$ cat src/rtl/pipeline_hazard_ctrl.sv
// Pipeline sequencing controller: load-use stall, branch/jump flush,
// debug run/step/pause control and post-HALT drain for a 5-stage MIPS pipeline.
module pipeline_hazard_ctrl #(
  parameter int REG_ADDR_W   = 5,
  parameter int DRAIN_CYCLES = 4,
  parameter int CNT_W        = 32
) (
  input  logic                  clk,
  input  logic                  rst,
  input  logic                  i_dbg_run,
  input  logic                  i_dbg_step,
  input  logic                  i_dbg_pause,
  input  logic [REG_ADDR_W-1:0] i_id_rs_addr,
  input  logic [REG_ADDR_W-1:0] i_id_rt_addr,
  input  logic                  i_id_uses_rt,
  input  logic                  i_id_jump,
  input  logic                  i_id_halt,
  input  logic [REG_ADDR_W-1:0] i_ex_rt_addr,
  input  logic                  i_ex_MemRead,
  input  logic                  i_ex_branch_taken,
  output logic                  o_pipe_en,
  output logic                  o_pc_en,
  output logic                  o_if_id_en,
  output logic                  o_if_id_flush,
  output logic                  o_id_ex_bubble,
  output logic [1:0]            o_state,
  output logic [CNT_W-1:0]      o_cycle_cnt,
  output logic                  o_halted
);

  localparam int DW = (DRAIN_CYCLES > 2) ? $clog2(DRAIN_CYCLES) : 1;

  typedef enum logic [1:0] {
    IDLE   = 2'd0,
    RUN    = 2'd1,
    DRAIN  = 2'd2,
    HALTED = 2'd3
  } state_t;

  state_t          state;
  logic [DW-1:0]   drain_cnt;
  logic            exec_cycle;
  logic            drain_cycle;
  logic            active;
  logic            load_use;
  logic            live_halt;

  // rst gates the active terms so every enable drops while reset is held
  assign exec_cycle  = !rst && ((state == RUN) || ((state == IDLE) && i_dbg_step));
  assign drain_cycle = !rst && (state == DRAIN);
  assign active      = exec_cycle || drain_cycle;
  assign live_halt   = i_id_halt && !i_ex_branch_taken;
  assign load_use    = i_ex_MemRead && (i_ex_rt_addr != '0) &&
                       ((i_ex_rt_addr == i_id_rs_addr) ||
                        (i_id_uses_rt && (i_ex_rt_addr == i_id_rt_addr)));

  // Latch and PC control for the current cycle
  always_comb begin
    o_pipe_en      = 1'b0;
    o_pc_en        = 1'b0;
    o_if_id_en     = 1'b0;
    o_if_id_flush  = 1'b0;
    o_id_ex_bubble = 1'b0;
    if (drain_cycle) begin
      o_pipe_en      = 1'b1;
      o_if_id_en     = 1'b1;
      o_if_id_flush  = 1'b1;
      o_id_ex_bubble = 1'b1;
    end else if (exec_cycle) begin
      o_pipe_en = 1'b1;
      if (i_ex_branch_taken) begin
        o_pc_en        = 1'b1;
        o_if_id_en     = 1'b1;
        o_if_id_flush  = 1'b1;
        o_id_ex_bubble = 1'b1;
      end else if (load_use) begin
        o_id_ex_bubble = 1'b1;
      end else if (i_id_jump) begin
        o_pc_en       = 1'b1;
        o_if_id_en    = 1'b1;
        o_if_id_flush = 1'b1;
      end else begin
        o_pc_en    = 1'b1;
        o_if_id_en = 1'b1;
      end
      // HALT must not fetch past itself; the flush keeps IF/ID empty behind it
      if (live_halt) begin
        o_pc_en       = 1'b0;
        o_if_id_flush = 1'b1;
      end else begin
        o_pc_en       = o_pc_en;
      end
    end else begin
      o_pipe_en = 1'b0;
    end
  end

  // Debug/halt sequencing state machine and drain counter
  always_ff @(posedge clk or posedge rst) begin
    if (rst) begin
      state     <= IDLE;
      drain_cnt <= '0;
    end else begin
      case (state)
        IDLE: begin
          if (i_dbg_step && live_halt) begin
            state     <= DRAIN;
            drain_cnt <= DW'(DRAIN_CYCLES - 1);
          end else if (i_dbg_run) begin
            state <= RUN;
          end else begin
            state <= IDLE;
          end
        end
        RUN: begin
          if (i_dbg_pause) begin
            state <= IDLE;
          end else if (live_halt) begin
            state     <= DRAIN;
            drain_cnt <= DW'(DRAIN_CYCLES - 1);
          end else begin
            state <= RUN;
          end
        end
        DRAIN: begin
          if (drain_cnt == '0) begin
            state <= HALTED;
          end else begin
            drain_cnt <= drain_cnt - DW'(1);
          end
        end
        HALTED:  state <= HALTED;
        default: state <= IDLE;
      endcase
    end
  end

  // Executed-cycle counter, wraps naturally
  always_ff @(posedge clk or posedge rst) begin
    if (rst) begin
      o_cycle_cnt <= '0;
    end else if (active) begin
      o_cycle_cnt <= o_cycle_cnt + CNT_W'(1);
    end else begin
      o_cycle_cnt <= o_cycle_cnt;
    end
  end

  assign o_state  = state;
  assign o_halted = (state == HALTED);

endmodule

$ cat config.mk
export PLATFORM = sky130hd
export DESIGN_NAME = pipeline_hazard_ctrl
export DESIGN_NICKNAME = d
export VERILOG_FILES = /design/src/rtl/pipeline_hazard_ctrl.sv
export SDC_FILE = /design/constraint.sdc
export NUM_CORES = 1
export LEC_CHECK = 0
export BUFFER_PORTS_ARGS = -buffer_cell sky130_fd_sc_hd__buf_4
export CELL_PAD_IN_SITES_DETAIL_PLACEMENT = 0
export CELL_PAD_IN_SITES_GLOBAL_PLACEMENT = 1
export CORE_MARGIN = 5
export CORE_UTILIZATION = 38
export DETAILED_ROUTE_END_ITERATION = 6
export PLACE_DENSITY = 0.85
export SKIP_CTS_REPAIR_TIMING = 1
export SLEW_MARGIN = 20
export SYNTH_ARGS = -nofsm -noshare
export SYNTH_HDL_FRONTEND = slang
export SYNTH_SLANG_ARGS = --single-unit
$ cat constraint.sdc
create_clock -name clk -period 2.8 [get_ports clk]
set_clock_uncertainty 0.2 [all_clocks]
set_input_delay 0.56 -clock clk [delete_from_list [all_inputs] [get_ports clk]]
set_output_delay 0.56 -clock clk [all_outputs]
set_load 0.01 [all_outputs]
# Word-level counts from Yosys, hierarchy flattened
# Index checks and enable logic that the tools add are counted.
[word_totals]
reg_bits = 36
out_inout_bits = 40
wordCells = 63
[classes]
n_addsub = 2
eq_ne = 10
muxes = 30
reduce_logical = 18
[ops]
columns = ["operator", "count"]
rows = [
  ["$add A32 B1 Y32 const B", 1],
  ["$mux W1", 20],
  ["$mux W2", 8],
  ["$eq A5 B5 Y1", 2],
  ["$logic_and A1 B1 Y1", 8],
  ["$pmux W2 S4", 1],
  ["$ne A2 B2 Y1 const B", 3],
  ["$pmux W2 S3", 1],
  ["$reduce_and A5 Y1", 1],
  ["$reduce_bool A5 Y1", 1],
  ["$eq A2 B2 Y1 const B", 2],
  ["$logic_not A2 Y1", 2],
  ["$ne A2 B1 Y1 const B", 2],
  ["$logic_or A1 B1 Y1", 3],
  ["$reduce_bool A3 Y1", 1],
  ["$eq A2 B1 Y1 const B", 1],
  ["$logic_not A1 Y1", 2],
  ["$sub A2 B1 Y2 const B", 1],
]

# Longest topological paths before layout
[logic_depth]
word_depth = 9
depth_mapped = 7
depth_no_buf = 6

# Least setup slack after synthesis
# No wires, ideal clock.
[synth_path]
kind = "input -> output"
startpoint = "input i_ex_rt_addr[1]"
endpoint = "output o_pc_en"
arrival_time_ns = 1.717
setup_slack_ns = 0.323
stages = 4
path_buffers = 0
cell_sequence = "or4_1 o21ai_1 nor2_1 a211oi_1"
[synth_between]
elab_chain_cells = 9
elab_cells_between_ends = 12
[synth_rtl]
columns = ["item", "line", "rtl"]
rows = [
  ["from (decl)", "18", "input logic [REG_ADDR_W-1:0] i_ex_rt_addr,"],
  ["$eq A5 B5 Y1", "55", "(i_id_uses_rt && (i_ex_rt_addr == i_id_rt_addr)));"],
  ["$logic_and A1 B1 Y1", "55", ""],
  ["$logic_or A1 B1 Y1", "54", "((i_ex_rt_addr == i_id_rs_addr) ||"],
  ["$logic_and A1 B1 Y1 *", "53", "assign load_use = i_ex_MemRead && (i_ex_rt_addr != '0) &&"],
  ["$mux W1 *", "76", "end else if (load_use) begin"],
  ["$mux W1 *", "71", "if (i_ex_branch_taken) begin"],
  ["$mux W1 *", "87", "if (live_halt) begin"],
  ["$mux W1 *", "69", "end else if (exec_cycle) begin"],
  ["$mux W1 *", "64", "if (drain_cycle) begin"],
  ["to (decl)", "22", "output logic o_pc_en,"],
]
# Mark *: on every way between the ends. The rest lies on a longest branch, timed or not.

# Final worst setup path
[layout_path]
startpoint = "input i_ex_rt_addr[1]"
endpoint = "output o_id_ex_bubble"
[layout_between]
elab_chain_cells = 8
elab_cells_between_ends = 11
[layout_rtl]
columns = ["item", "line", "rtl"]
rows = [
  ["$eq A5 B5 Y1", "55", ""],
  ["$logic_and A1 B1 Y1", "55", ""],
  ["$logic_or A1 B1 Y1", "54", ""],
  ["$logic_and A1 B1 Y1 *", "53", ""],
  ["$mux W1 *", "76", ""],
  ["$mux W1 *", "71", ""],
  ["$mux W1 *", "69", ""],
  ["$mux W1 *", "64", ""],
  ["to (decl)", "25", "output logic o_id_ex_bubble,"],
]
# Marked as above.

==> summary.txt <==
Clocking
  – Root Buffer: clkbuf_8
  – Max Root-Sink Buffers: 2
  – CTS buffer count: 5
  – CTS sink cnt: 36
  – CTS tree: done
  – CTS clk-pin slew, worst paths: 0.07 ns
  – H-tree depth: 2
  – Skew-Pair Late Insertion Delay: around 0.28 ns

Yosys
  – EDFF count, synth: 0
  – Mean post-synth cell area: 10.83 µm²
  – Synth async-reset ratio: 100.0%
  – Synth warnings: 0
  – Mapped Cells: 185
  – Seq/Total Area, Yosys: about 45%
  – Netlist cell types: 39
  – Synthesized flop and latch total: 36
  – Top_reg_cell synth: dfrtp_1
  – Syn Std Cell Area: 2003 µm²
  – Post-Syn Nets: about 210

Cells and area
  – Number of fill cells: 455
  – Finished Cell Area: between 2000 and 3000 µm²
  – Layout cell share with drive strength beyond 1: between 30% and 40%
  – Seq. cell area: 900.9 µm²
  – Synth-to-Final Area Change: 33.04%
  – Multi-input logic area: 1028 µm²
  – Net count, final: ~280
  – # diodes: 0

Global route
  – Vias in the first global route: roughly 1600
  – Global-route wire length before repair: 7.203 mm
  – GRT Total Usage: 13.65%
  – Initial antenna violation count: 0
  – Pin count of the biggest net entering global routing: 37
  – Grt ovf: 0

Pwr
  – Total power: between 1500 and 2000 µW
  – PwrDens: between 500 and 600 nW/µm²
  – P_leak: 0.001196 µW
  – Worst IR Drop VDD: 0.3153 mV

Place
  – Placer Congestion: 0.7516
  – Cell Area, Placed: 2544 µm²
  – IO Port Bufs: 64
  – Post-DP HPWL: around 3.2 mm

Timing
  – Fmax: approximately 0.37 GHz
  – Post-layout min period: 2.675 ns
  – Fin. Hold Viols: 0
  – Final setup vio count: 0
  – Max-slew violations: 0
  – Worst slew pin tran: 0.5599 ns
  – Final worst-path cycle share: 95.53%
  – Slew headroom: 62.47%
  – Total negative slack: 0 ns
  – Unrepaired setup endpoints after global routing: false

Die
  – Die Span X: between 80 and 90 µm
  – Num ports: 65
  – Die height: 82.61 µm
  – Row count: 26
  – Initial Util: roughly 39%
  – Die area: 6824 µm²
  – Core box area: 5107 µm²

Route
  – Vias: 1591
  – DRC viols: 0
  – Detail Route Antenna Nets: 0
  – WL per Instance: 13.53 µm
  – Vias per cell: 4.895
  – DRT Pass-1 Iters: 4
  – Iter 0 DRT Violations: 52
  – Wirelength, routed: 4.396 mm

Setup path
  – Worst setup path class: input port to output port
  – Worst EP required: approximately 2.0 ns
  – Crit-path max FO: 4
  – CP arrival: around 1.9 ns
  – CP startpoint kind: input port
  – CP endpoint kind: output port

Job
  – Max_cap viols: 0

Worst hold path
  – Worst Hold Class: input port to async pin

Outcome
  – Status: completed
## final cells by class
type                            instances  share of cell area, %
Clock buffer                            5                  2.582
Tap cell                               70                  3.286
Timing Repair Buffer                   68                  19.15
Inverter                                7                 0.9859
Sequential cell                        36                  33.80
Multi-Input combinational cell        136                  38.59
Clock inverter                          3                  1.596
## path summary, 6_finish.rpt
kind                                              from                          end  slack [ns]  cells past startpoint
max reg2reg                     o_state[1]$_DFFE_PP0P_  o_cycle_cnt[17]$_DFFE_PP0P_        0.95                      5
min reg2reg                o_cycle_cnt[31]$_DFFE_PP0P_  o_cycle_cnt[31]$_DFFE_PP0P_        0.28                      1
max in group asynchronous                          rst  o_cycle_cnt[14]$_DFFE_PP0P_        1.84                      3
max                                    i_ex_rt_addr[1]               o_id_ex_bubble        0.13                      6
min                                                rst   o_cycle_cnt[0]$_DFFE_PP0P_        0.24                      3
min in group clk           o_cycle_cnt[31]$_DFFE_PP0P_  o_cycle_cnt[31]$_DFFE_PP0P_        0.28                      1
## power by group
group | total [µW] | leakage, µW | internal, µW | switching [µW]
Clock | 453 | 0.0000541 | 263 | 190
Sequential | 674 | 0.000479 | 586 | 88.0
Combinational | 420 | 0.000663 | 226 | 194
Total | 1550 | 0.00120 | 1080 | 471
## cells in the final DEF (no fill, tap or decap), drive strengths merged, types with 2 or more instances in the layout
master,instances
a211oi,2
nor4,2
ha,2
dfrtp,36
and4,3
clkbuf,5
inv,7
nand3,14
and3,7
nor3b,2
nor2,8
nand4,19
nor2b,2
nor3,5
and2,3
nand2,11
o21ai,2
mux2,2
xor2,2
buf,68
xnor2,39
## metrics by stage
stage	util, %	worst slack [ns]	hold slack, ns	instances
2_1_floorplan	-	0.3233	0.2639	185
3_3_place_gp	49.80	0.07880	0.2678	317
3_5_place_dp	49.80	0.06275	0.2720	317
4_1_cts	51.98	0.05428	0.2388	325
5_1_grt	52.18	0.03384	0.2762	325
6_report	52.18	0.1252	0.2401	325
## synth_stat cells, types with 2 or more instances
cell      number  area (µm²)
xnor2_1       39       341.6
dfrtp_1       36       900.9
nand4_1       17       106.4
nand2_1       11       41.29
nand3_1        8       40.04
nor2_1         8       30.03
and3_1         7       43.79
inv_1          7       26.28
nand3_2        6       60.06
buf_6          4       45.04
and4_1         3       26.28
nor3_2         3       30.03
a211oi_1       2       15.01
and2_1         2       12.51
ha_1           2       25.02
nand4_2        2       25.02
nor2b_1        2       12.51
nor3_1         2       10.01
nor3b_1        2       15.01
nor4_4         2       42.54
xor2_1         2       17.52
## metal layers
metal | GRT usage, % | share of wire, % | vias up
met5 | 0 | 0 | -
met1 | 16.84 | 45 | 747
met3 | 4.772 | 7.8 | 4
met2 | 22.52 | 46 | 53
met4 | 3.922 | 0.80 | 0
li1 | - | - | 787
## critical path: stages
cell and delay (ns):
buf_4 0.12, or4_1 0.53, o21ai_2 0.21, nor2_1 0.07
a211o_1 0.28, buf_4 0.14
## flip-flops by register name (all words and copies together), names as in the netlist
register / flops
o_cycle_cnt: 32
drain_cnt: 2
o_state: 2
## cell families after synthesis
family | synth area share (%)
compound gates | 3.748
xor+xnor | 17.93
fa+ha+maj | 1.249
buf+inv | 4.185
flops | 44.97
mux | 1.124
simple gates | 26.80
No activity file was read; power rests on OpenSTA's default activity.
